**src/rtl/fetch_stage_ctrl_pkg.sv**
```systemverilog
// Shared definitions for the instruction-fetch controller: FSM encoding,
// HLT opcode, bubble word and instruction size.
package fetch_stage_ctrl_pkg;

   typedef enum logic [1:0] {
      StFetch = 2'd0,
      StWait  = 2'd1,
      StHalt  = 2'd2
   } fetch_state_e;

   localparam logic [3:0]  HLT_OPCODE  = 4'hF;
   localparam logic [15:0] DEFAULT_NOP = 16'h0000;  // ADD $0,$0,$0
   localparam int unsigned INSTR_BYTES = 2;

endpackage

```
**src/rtl/fetch_stage_ctrl_if_id_reg.sv**
```systemverilog
// IF/ID pipeline register. Priority: reset > flush > hold > load > bubble.
module fetch_stage_ctrl_if_id_reg #(
   parameter int unsigned         PC_W      = 16,
   parameter int unsigned         INSTR_W   = 16,
   parameter logic [INSTR_W-1:0]  NOP_INSTR = '0
) (
   input  logic               clk,
   input  logic               rst,
   input  logic               flush,
   input  logic               hold,
   input  logic               load,
   input  logic [INSTR_W-1:0] instr_in,
   input  logic [PC_W-1:0]    pc_next_in,
   output logic [INSTR_W-1:0] instr,
   output logic [PC_W-1:0]    pc_next,
   output logic               valid
);

   logic [INSTR_W-1:0] instr_q;
   logic [PC_W-1:0]    pc_next_q;
   logic               valid_q;

   always_ff @(posedge clk) begin
      if (rst || flush) begin
         instr_q   <= NOP_INSTR;
         pc_next_q <= '0;
         valid_q   <= 1'b0;
      end else if (hold) begin
         instr_q   <= instr_q;
         pc_next_q <= pc_next_q;
         valid_q   <= valid_q;
      end else if (load) begin
         instr_q   <= instr_in;
         pc_next_q <= pc_next_in;
         valid_q   <= 1'b1;
      end else begin
         // Nothing delivered this cycle: downstream sees a bubble.
         instr_q   <= NOP_INSTR;
         pc_next_q <= '0;
         valid_q   <= 1'b0;
      end
   end

   assign instr   = instr_q;
   assign pc_next = pc_next_q;
   assign valid   = valid_q;

endmodule

```
**src/rtl/fetch_stage_ctrl.sv**
```systemverilog
// Instruction-fetch controller: PC register, variable-latency imem handshake,
// redirect latch and HALT freeze, feeding the IF/ID register.
module fetch_stage_ctrl
   import fetch_stage_ctrl_pkg::*;
#(
   parameter int unsigned        PC_W      = 16,
   parameter int unsigned        INSTR_W   = 16,
   parameter logic [PC_W-1:0]    RESET_PC  = '0,
   parameter logic [INSTR_W-1:0] NOP_INSTR = DEFAULT_NOP
) (
   input  logic               clk,
   input  logic               rst,
   input  logic               PC_stall,
   input  logic               IF_ID_stall,
   input  logic               IF_flush,
   input  logic               update_PC,
   input  logic [PC_W-1:0]    branch_target,
   input  logic [INSTR_W-1:0] imem_rdata,
   input  logic               imem_ready,
   output logic [PC_W-1:0]    imem_addr,
   output logic               imem_en,
   output logic               fetch_stall,
   output logic [PC_W-1:0]    PC_curr,
   output logic [PC_W-1:0]    IF_ID_PC_next,
   output logic [INSTR_W-1:0] IF_ID_instr,
   output logic               IF_ID_valid,
   output logic               halted
);

   fetch_state_e    state_q, state_d;
   logic [PC_W-1:0] pc_q, pc_d;
   logic [PC_W-1:0] tgt_q, tgt_d;
   logic            pend_q, pend_d;
   logic [PC_W-1:0] pc_inc;
   logic            halt_hit;
   logic            ifid_load, ifid_hold, ifid_flush;

   assign pc_inc   = pc_q + PC_W'(INSTR_BYTES);
   assign halt_hit = IF_ID_valid && !IF_flush &&
                     (IF_ID_instr[INSTR_W-1 -: 4] == HLT_OPCODE);

   always_ff @(posedge clk) begin
      if (rst) begin
         state_q <= StFetch;
         pc_q    <= RESET_PC;
         tgt_q   <= '0;
         pend_q  <= 1'b0;
      end else begin
         state_q <= state_d;
         pc_q    <= pc_d;
         tgt_q   <= tgt_d;
         pend_q  <= pend_d;
      end
   end

   always_comb begin
      state_d     = state_q;
      pc_d        = pc_q;
      tgt_d       = tgt_q;
      pend_d      = pend_q;
      imem_en     = 1'b0;
      fetch_stall = 1'b0;
      ifid_load   = 1'b0;
      ifid_hold   = IF_ID_stall;
      ifid_flush  = IF_flush;

      unique case (state_q)
         StFetch: begin
            imem_en = 1'b1;
            if (halt_hit) begin
               // HLT stays in IF/ID; the fetch in flight is dropped.
               state_d   = StHalt;
               ifid_hold = 1'b1;
            end else if (imem_ready) begin
               ifid_load = 1'b1;
               if (update_PC) begin
                  pc_d = branch_target;
               end else if (!PC_stall) begin
                  pc_d = pc_inc;
               end
            end else begin
               state_d = StWait;
               if (update_PC) begin
                  pc_d = branch_target;
               end
            end
         end

         StWait: begin
            imem_en     = 1'b1;
            fetch_stall = 1'b1;
            if (halt_hit) begin
               state_d   = StHalt;
               ifid_hold = 1'b1;
            end else if (imem_ready) begin
               state_d = StFetch;
               pend_d  = 1'b0;
               if (pend_q || update_PC) begin
                  // Completed access belongs to the squashed path: discard it.
                  pc_d = update_PC ? branch_target : tgt_q;
               end else begin
                  ifid_load = 1'b1;
                  if (!PC_stall) begin
                     pc_d = pc_inc;
                  end
               end
            end else if (update_PC) begin
               pend_d = 1'b1;
               tgt_d  = branch_target;
            end
         end

         StHalt: begin
            ifid_hold  = 1'b1;
            ifid_flush = 1'b0;
         end

         default: begin
            state_d = StFetch;
         end
      endcase
   end

   fetch_stage_ctrl_if_id_reg #(
      .PC_W      (PC_W),
      .INSTR_W   (INSTR_W),
      .NOP_INSTR (NOP_INSTR)
   ) u_if_id_reg (
      .clk        (clk),
      .rst        (rst),
      .flush      (ifid_flush),
      .hold       (ifid_hold),
      .load       (ifid_load),
      .instr_in   (imem_rdata),
      .pc_next_in (pc_inc),
      .instr      (IF_ID_instr),
      .pc_next    (IF_ID_PC_next),
      .valid      (IF_ID_valid)
   );

   assign imem_addr = pc_q;
   assign PC_curr   = pc_q;
   assign halted    = (state_q == StHalt);

endmodule

```
**config.mk**
```make
export PLATFORM = sky130hd
export DESIGN_NAME = fetch_stage_ctrl
export DESIGN_NICKNAME = d
export VERILOG_FILES = /design/src/rtl/fetch_stage_ctrl_pkg.sv /design/src/rtl/fetch_stage_ctrl_if_id_reg.sv /design/src/rtl/fetch_stage_ctrl.sv
export SDC_FILE = /design/constraint.sdc
export NUM_CORES = 1
export LEC_CHECK = 0
export ABC_AREA = 1
export BUFFER_PORTS_ARGS = -buffer_cell sky130_fd_sc_hd__buf_2
export CAP_MARGIN = 20
export CORE_MARGIN = 8
export CORE_UTILIZATION = 52
export CTS_CLUSTER_SIZE = 40
export DETAILED_ROUTE_END_ITERATION = 10
export GPL_ROUTABILITY_DRIVEN = 0
export HOLD_SLACK_MARGIN = 0.15
export PLACE_DENSITY = 0.78
export SETUP_SLACK_MARGIN = 0.2
export SLEW_MARGIN = 20
export SYNTH_ARGS = -nofsm -noshare
export SYNTH_HDL_FRONTEND = slang
export SYNTH_SLANG_ARGS = --single-unit
```
**constraint.sdc**
```tcl
create_clock -name clk -period 1.79 [get_ports clk]
set_input_delay 0.179 -clock clk [delete_from_list [all_inputs] [get_ports clk]]
set_output_delay 0.179 -clock clk [all_outputs]
set_load 0.02 [all_outputs]
```
==> impl_metrics.sql, run 1 <==
INSERT INTO impl_metrics (metric_group, metric, value, unit) VALUES
('status', 'run_status', 'completed', ''),
('sta', 'period_share', '93.6', '%'),
('route', 'detail_route.wirelength.met1', '5030', 'um'),
('clock_network', 'clkSlewWorstSetupHoldPaths', '0.09', 'ns'),
('setup_path', 'cp.required', '2.06', 'ns'),
('final_layout', 'final_core_utilization', '73.1', '%'),
('route', 'post-route-drc-count', '0', ''),
('route', 'firstDrtPassIters', '5', ''),
('place', 'detailedPlacementHpwl', '7480', 'um'),
('die', 'floorplan.die.height', '100', 'um'),
('clock_network', 'worstSkewPairLatency', '0.36', 'ns'),
('setup_path', 'number_of_buffer_and_inverter_stages_on_the_critical_path', '2', ''),
('die', 'num_io_pins', '107', ''),
('route', 'postRouteAntennaNets', '0', ''),
('global_routing', 'antenna_found_initial', '1', ''),
('logic_synthesis', 'synth.yosys.seq_area_share', '37.1', '%'),
('sta', 'finClkSkew', '0.0135', 'ns'),
('setup_path', 'timing.setup.critical_path_class', 'reg -> reg', ''),
('setup_path', 'worst_path_dominant_cell_family', 'simple AND/OR/NAND/NOR gates', ''),
('global_routing', 'global_route.usage.total', '21.3', '%'),
('min_path', 'hold_class', 'in -> reg', ''),
('route', 'route.vias.total', '4221', ''),
('route', 'met3_wirelength', '1180', 'um'),
('power', 'total_power_per_unit_cell_area', '820', 'mW/mm2'),
('place', 'post-place-ws', '0.0955', 'ns'),
('route', 'met2_wl_post_dr', '6150', 'um'),
('setup_path', 'timing.critical_path.fanout_max', '8', ''),
('logic_synthesis', 'number_of_enable_flip_flop_cells_after_synthesis', '0', ''),
('die', 'die_area', '0.0100', 'mm2'),
('clock_network', 'clock_tree.root_cell', 'sky130_fd_sc_hd__clkbuf_8', ''),
('die', 'initial_utilization', '54.0', '%'),
('clock_network', 'clock_path_buffers', '2', ''),
('sta', 'grt_setup_unrepaired', 'yes', ''),
('logic_synthesis', 'syn-num-nets', '579', ''),
('place', 'placedInstanceArea', '0.00424', 'mm2'),
('clock_network', 'depth_of_the_cts_h_tree', '3', ''),
('route', 'drt_first_iter_violations', '427', ''),
('sta', 'finalWorstSetupSlack', '0.115', 'ns'),
('clock_network', 'cts_buffers', '9', ''),
('final_layout', 'multiInputGateArea', '0.00188', 'mm2'),
('final_layout', 'mostFrequentLayoutCells', 'sky130_fd_sc_hd__nand2_1 (140), sky130_fd_sc_hd__buf_2 (106), sky130_fd_sc_hd__dfxtp_1 (64), sky130_fd_sc_hd__inv_1 (64), sky130_fd_sc_hd__a21oi_1 (62)', ''),
('global_routing', 'grt_first_pass_wirelength', '17400', 'um'),
('final_layout', 'synth_to_layout_area_growth', '35.5', '%'),
('clock_network', 'cts_tree', 'yes', ''),
('die', 'core_area', '0.00679', 'mm2'),
('route', 'drt-vias-per-instance', '5.50', ''),
('power', 'report.power.total', '4.08', 'mW'),
('setup_path', 'timing.critical_path.cells', 'nand2_1 > nor3_2 > nand3_2 > nand2_4 > buf_4 > o21ai_2 > nand2_4 > clkbuf_16 > nand2_1 > a21oi_1', ''),
('die', 'dieWidth', '100', 'um'),
('setup_path', 'timing.critical_path.arrival', '1.95', 'ns'),
('setup_path', 'worstSetupStartpointType', 'flip-flop', ''),
('route', 'highest-signal-layer', 'met4', ''),
('logic_synthesis', 'ys.flop_type', 'sky130_fd_sc_hd__dfxtp_1', ''),
('logic_synthesis', 'netlist_instances', '539', ''),
('sta', 'hold_ws', '0.222', 'ns'),
('power', 'power.ir.vdd_worst', '0.550', 'mV'),
('final_layout', 'regArea', '0.00137', 'mm2'),
('sta', 'report.final.slew_viol_count', '0', ''),
('sta', 'hold_viol', '0', ''),
('setup_path', 'critical_path.slowest_cell', 'sky130_fd_sc_hd__dfxtp_1', ''),
('die', 'std_cell_rows', '30', ''),
('setup_path', 'endpoint_kind', 'flip-flop', ''),
('setup_path', 'max_stage_delay', '0.39', 'ns'),
('sta', 'worst_pin_slew', '0.599', 'ns'),
('route', 'wirelength', '12800', 'um'),
('logic_synthesis', 'asyncSetResetFlopFracSynth', '0', '%'),
('global_routing', 'total_global_routing_overflow', '0', ''),
('power', 'p_leak', '2.34', 'nW'),
('sta', 'finalWorstPathRequiredPeriod', '1.67', 'ns'),
('place', 'port_buffers', '106', ''),
('logic_synthesis', 'synthesis.area', '0.00367', 'mm2');
-- synthesized netlist by cell type (7+ instances only) --
library cell / count / share of area, %
sky130_fd_sc_hd__buf_2: 7 / 0.96
sky130_fd_sc_hd__a21oi_1: 63 / 8.6
sky130_fd_sc_hd__o21ai_0: 41 / 5.6
sky130_fd_sc_hd__o211ai_1: 8 / 1.6
sky130_fd_sc_hd__inv_1: 64 / 6.6
sky130_fd_sc_hd__buf_4: 19 / 3.9
sky130_fd_sc_hd__nand2_1: 141 / 14
sky130_fd_sc_hd__dfxtp_1: 68 / 37
sky130_fd_sc_hd__clkbuf_1: 8 / 0.82
sky130_fd_sc_hd__o21a_1: 14 / 2.9
sky130_fd_sc_hd__nor2_1: 31 / 3.2
sky130_fd_sc_hd__nand3_1: 19 / 2.6
sky130_fd_sc_hd__xor2_1: 8 / 1.9
-- path summary, 6_finish.rpt --
check                               end  cells past startpoint  slack (ns)                   from
hold reg to reg                tgt_q[6]                      2        0.46               tgt_q[6]
hold / removal               PC_curr[1]                      5        0.22       branch_target[1]
setup / recovery  u_if_id_reg.instr[13]                     10        0.12  u_if_id_reg.instr[12]
setup reg to reg  u_if_id_reg.instr[13]                     10        0.12  u_if_id_reg.instr[12]
-- metrics by stage --
step	TNS, ns	std cells
after global routing	0	768
after floorplan	0	539
after CTS	0	757
after global placement	-1.61	722
final	0	768
after detailed placement	0	722
-- kinds of logic after synthesis --
kind of cell | share of synthesized area [%]
AO/OA/AOI/OAI | 19.6
XOR/XNOR | 1.91
adder cells (fa/ha/maj) | 0.341
buffers and inverters | 14.4
flip-flops | 37.1
AND/OR/NAND/NOR | 26.6
-- layer usage --
metal | global-route usage [%] | up-vias
met5 | 0 | -
met4 | 9.77 | 0
met3 | 4.50 | 40
met2 | 34.2 | 252
met1 | 26.7 | 1960
li1 | - | 1969
-- worst register-to-register path: stages (launching register included) --
cell and delay, ns:
sky130_fd_sc_hd__dfxtp_1 0.39, sky130_fd_sc_hd__nand2_1 0.08, sky130_fd_sc_hd__nor3_2 0.13, sky130_fd_sc_hd__nand3_2 0.13
sky130_fd_sc_hd__nand2_4 0.09, sky130_fd_sc_hd__buf_4 0.11, sky130_fd_sc_hd__o21ai_2 0.08, sky130_fd_sc_hd__nand2_4 0.14
sky130_fd_sc_hd__clkbuf_16 0.18, sky130_fd_sc_hd__nand2_1 0.06, sky130_fd_sc_hd__a21oi_1 0.19
-- state kept, by name (all words and copies together) (netlist names) --
register and count:
PC_curr 16, tgt_q 16, u_if_id_reg.instr 16, u_if_id_reg.pc_next 16, state_q 2, pend_q 1, u_if_id_reg.valid 1
-- where the power goes --
part           switching (mW)  total (mW)  internal, mW
registers              0.0609        1.64          1.58
clock network           0.661        1.60         0.935
logic                   0.521       0.842         0.321
total                    1.24        4.08          2.83
-- area by class of cell --
type	count	area share, %
Antenna cell	1	0.0504
Clock buffer	9	2.49
Clock inverter	7	2.49
Inverter	70	5.39
Multi-Input combinational cell	362	37.8
Sequential cell	68	27.5
Tap cell	96	2.42
Timing Repair Buffer	155	21.8
-- what timing repair did --
action                                  in CTS  in global routing
resized for setup                            3                 29
hold buffers                                17                  0
cloned                                       0                  6
pin swaps                                    1                 10
endpoints found under the hold margin       17                  0
setup buffers                                2                  4
endpoints found under the setup margin      16                 50
Power figures use the tool's default switching activity.
==> inputs of run 2 (changes only) <==
Settings changed: CELL_PAD_IN_SITES_DETAIL_PLACEMENT from default to 1, CELL_PAD_IN_SITES_GLOBAL_PLACEMENT from default to 2, CORE_UTILIZATION 52 to 27, PLACE_DENSITY 0.78 to 0.77.
==> run 2 against run 1 <==
Compared with the run above:
- clock skew decreased by 0.0062 ns
- first-iteration DRC count down 62%
- power rose by 6.2%
- sequential cell count stayed put
- utilization is 35 points lower
- final cell count rose by 9.2%
- routed wire length increased by 6.2%
==> impl_metrics.sql, run 2 (synthesized netlist as in run 1, its figures left out) <==
INSERT INTO impl_metrics (metric_group, metric, value, unit) VALUES
('final_layout', 'fillers', '1687', ''),
('place', 'post-place-ws', '0.141', 'ns'),
('setup_path', 'timing.setup.critical_path_class', 'reg -> reg', ''),
('die', 'floorplan.die.height', '133', 'um'),
('global_routing', 'global_route.usage.total', '15.0', '%'),
('sta', 'hold_viol', '0', ''),
('clock_network', 'depth_of_the_cts_h_tree', '3', ''),
('place', 'port_buffers', '106', ''),
('final_layout', 'final_nets', '698', ''),
('setup_path', 'reg2reg_to', 'u_if_id_reg.instr[12]', ''),
('setup_path', 'timing.critical_path.fanout_max', '8', ''),
('final_layout', 'post_route_cells_drive_above_1_share', '30.3', '%'),
('setup_path', 'worstSetupStartpointType', 'flip-flop', ''),
('sta', 'slew-limit-headroom', '74.8', '%'),
('final_layout', 'mostFrequentLayoutCell', 'sky130_fd_sc_hd__nand2_1', ''),
('power', 'p_leak', '2.31', 'nW'),
('clock_network', 'worstSkewPairLatency', '0.34', 'ns'),
('sta', 'final.setup.tns', '0', 'ns'),
('global_routing', 'antenna_found_initial', '0', ''),
('route', 'postRouteAntennaNets', '0', ''),
('setup_path', 'max_stage_delay', '0.34', 'ns'),
('die', 'core_area', '0.0132', 'mm2'),
('setup_path', 'cp.required', '2.05', 'ns'),
('sta', 'setup_viol_count_final', '0', ''),
('clock_network', 'cts_tree', 'yes', ''),
('sta', 'worst_pin_slew', '0.378', 'ns'),
('die', 'initial_utilization', '27.7', '%'),
('min_path', 'timing.hold.worst_path_depth', '3', ''),
('sta', 'finalWorstSetupSlack', '0.274', 'ns'),
('die', 'num_io_pins', '107', ''),
('final_layout', 'mostFrequentLayoutCells', 'sky130_fd_sc_hd__nand2_1 (138), sky130_fd_sc_hd__buf_2 (106), sky130_fd_sc_hd__inv_1 (63), sky130_fd_sc_hd__dfxtp_1 (62), sky130_fd_sc_hd__a21oi_1 (59)', ''),
('route', 'wirelength', '13600', 'um'),
('setup_path', 'critical_path.slowest_cell', 'sky130_fd_sc_hd__dfxtp_2', ''),
('global_routing', 'first_global_vias', '4111', ''),
('setup_path', 'worst_r2r_start', 'u_if_id_reg.instr[13]', ''),
('setup_path', 'launching_instance_or_port_of_the_critical_path', 'u_if_id_reg.instr[13]', ''),
('sta', 'report.final.slew_viol_count', '0', ''),
('power', 'total_power_per_unit_cell_area', '859', 'mW/mm2'),
('setup_path', 'timing.critical_path.to', 'u_if_id_reg.instr[12]', ''),
('die', 'die_area', '0.0176', 'mm2'),
('route', 'drt_first_iter_violations', '163', ''),
('route', 'drt-vias-per-instance', '4.60', ''),
('sta', 'period_share', '84.7', '%'),
('setup_path', 'timing.reg2reg.worst_path_depth', '9', ''),
('clock_network', 'cts_buffers', '9', ''),
('status', 'run_status', 'completed', ''),
('setup_path', 'timing.critical_path.arrival', '1.78', 'ns'),
('clock_network', 'clkSlewWorstSetupHoldPaths', '0.06', 'ns'),
('route', 'route.vias.total', '3863', ''),
('global_routing', 'total_global_routing_overflow', '0', ''),
('sta', 'achievable-frequency', '0.660', 'GHz'),
('final_layout', 'synth_to_layout_area_growth', '37.4', '%'),
('clock_network', 'clock_tree.root_cell', 'sky130_fd_sc_hd__clkbuf_16', ''),
('sta', 'finClkSkew', '0.00727', 'ns'),
('die', 'std_cell_rows', '42', ''),
('die', 'dieWidth', '133', 'um'),
('route', 'post-route-drc-count', '0', ''),
('global_routing', 'grt_first_pass_wirelength', '21500', 'um'),
('place', 'detailedPlacementHpwl', '9890', 'um'),
('min_path', 'hold_class', 'in -> reg', ''),
('route', 'wire_per_inst', '16.2', 'um'),
('setup_path', 'worst-r2r-setup-slack', '0.27', 'ns'),
('setup_path', 'endpoint_kind', 'flip-flop', ''),
('power', 'power.ir.vdd_worst', '0.430', 'mV'),
('route', 'firstDrtPassIters', '4', ''),
('setup_path', 'timing.critical_path.cells', 'inv_1 > nor3_2 > nand3_2 > nand2_2 > o21ai_2 > nand2_4 > clkbuf_16 > nand2_1 > a21oi_1', ''),
('clock_network', 'clock_path_buffers', '2', ''),
('final_layout', 'diodes', '0', ''),
('sta', 'grt_setup_unrepaired', 'yes', ''),
('run', 'maxCapViolations', '0', ''),
('sta', 'finalWorstPathRequiredPeriod', '1.52', 'ns'),
('clock_network', 'clock-sinks', '68', ''),
('global_routing', 'grt_max_degree', '34', '');
-- run 2: cell count changes in the layout (fill, tap and decap cells not counted), moves of 3 or more --
| cell | previous run | this run |
|---|---|---|
| sky130_fd_sc_hd__clkbuf_8 | 9 | 0 |
| sky130_fd_sc_hd__clkbuf_16 | 4 | 11 |
| sky130_fd_sc_hd__a21oi_1 | 62 | 59 |
| sky130_fd_sc_hd__a21oi_2 | 1 | 4 |
| sky130_fd_sc_hd__nand2_2 | 4 | 7 |
| sky130_fd_sc_hd__nor2_1 | 28 | 25 |
-- run 2: worst min-delay path by stage --
stage,startpoint,to,slack [ns]
floorplan,imem_ready,state_q[0],0.26
global placement,imem_ready,state_q[0],0.42
detailed placement,imem_rdata[13],u_if_id_reg.instr[13],0.44
CTS,branch_target[11],PC_curr[11],0.25
global route,rst,state_q[1],0.28
finish,rst,PC_curr[2],0.27
-- run 2: timing repair --
item                       4_1_cts  5_1_grt
hold endpoints to repair        17        0
resized for setup                7       32
pin swaps                        1        8
hold buffers                    17        0
setup endpoints to repair       10       44
buffers inserted                 0        5
cloned                           0        3
-- run 2: cell type report --
class | instances | area, um2 | area share [%]
clock inverter | 7 | 82.6 | 1.64
multi-input combinational | 361 | 1900 | 37.8
clock buffer | 9 | 225 | 4.47
timing repair buffer | 148 | 968 | 19.2
inverter | 70 | 268 | 5.31
tap | 176 | 220 | 4.37
sequential | 68 | 1370 | 27.2
-- run 2: critical path, delay by kind of cell (launching register included) --
kind | cells | cell delay [ns]
and+or+nand+nor | 5 | 0.66
DFF | 1 | 0.34
AOI/OAI and AO/OA | 2 | 0.21
buffers and inverters | 2 | 0.22
-- run 2: per-stage QoR --
stage	power (mW)	utilization, %	cells	hold slack, ns	instance area (um2)
floorplan	2.16	-	539	0.258	3670
global placement	2.40	32.6	798	0.423	4320
detailed placement	2.43	32.6	798	0.439	4320
CTS	4.34	36.4	831	0.245	4820
global route	4.55	38.1	839	0.278	5040
finish	4.33	38.1	839	0.273	5040
-- run 2: power breakdown --
group          leakage, nW  internal [mW]  switching (mW)
Sequential           0.558           1.58          0.0578
Combinational         1.61          0.305           0.522
Clock                0.145           1.10           0.760
-- run 2: per-layer routing --
metal | GRT usage, % | share of wire, % | vias up
li1 | - | - | 1945
met3 | 3.71 | 4.0 | 13
met2 | 26.1 | 49 | 74
met5 | 0 | 0 | -
met4 | 4.61 | 1.5 | 0
met1 | 17.7 | 46 | 1831
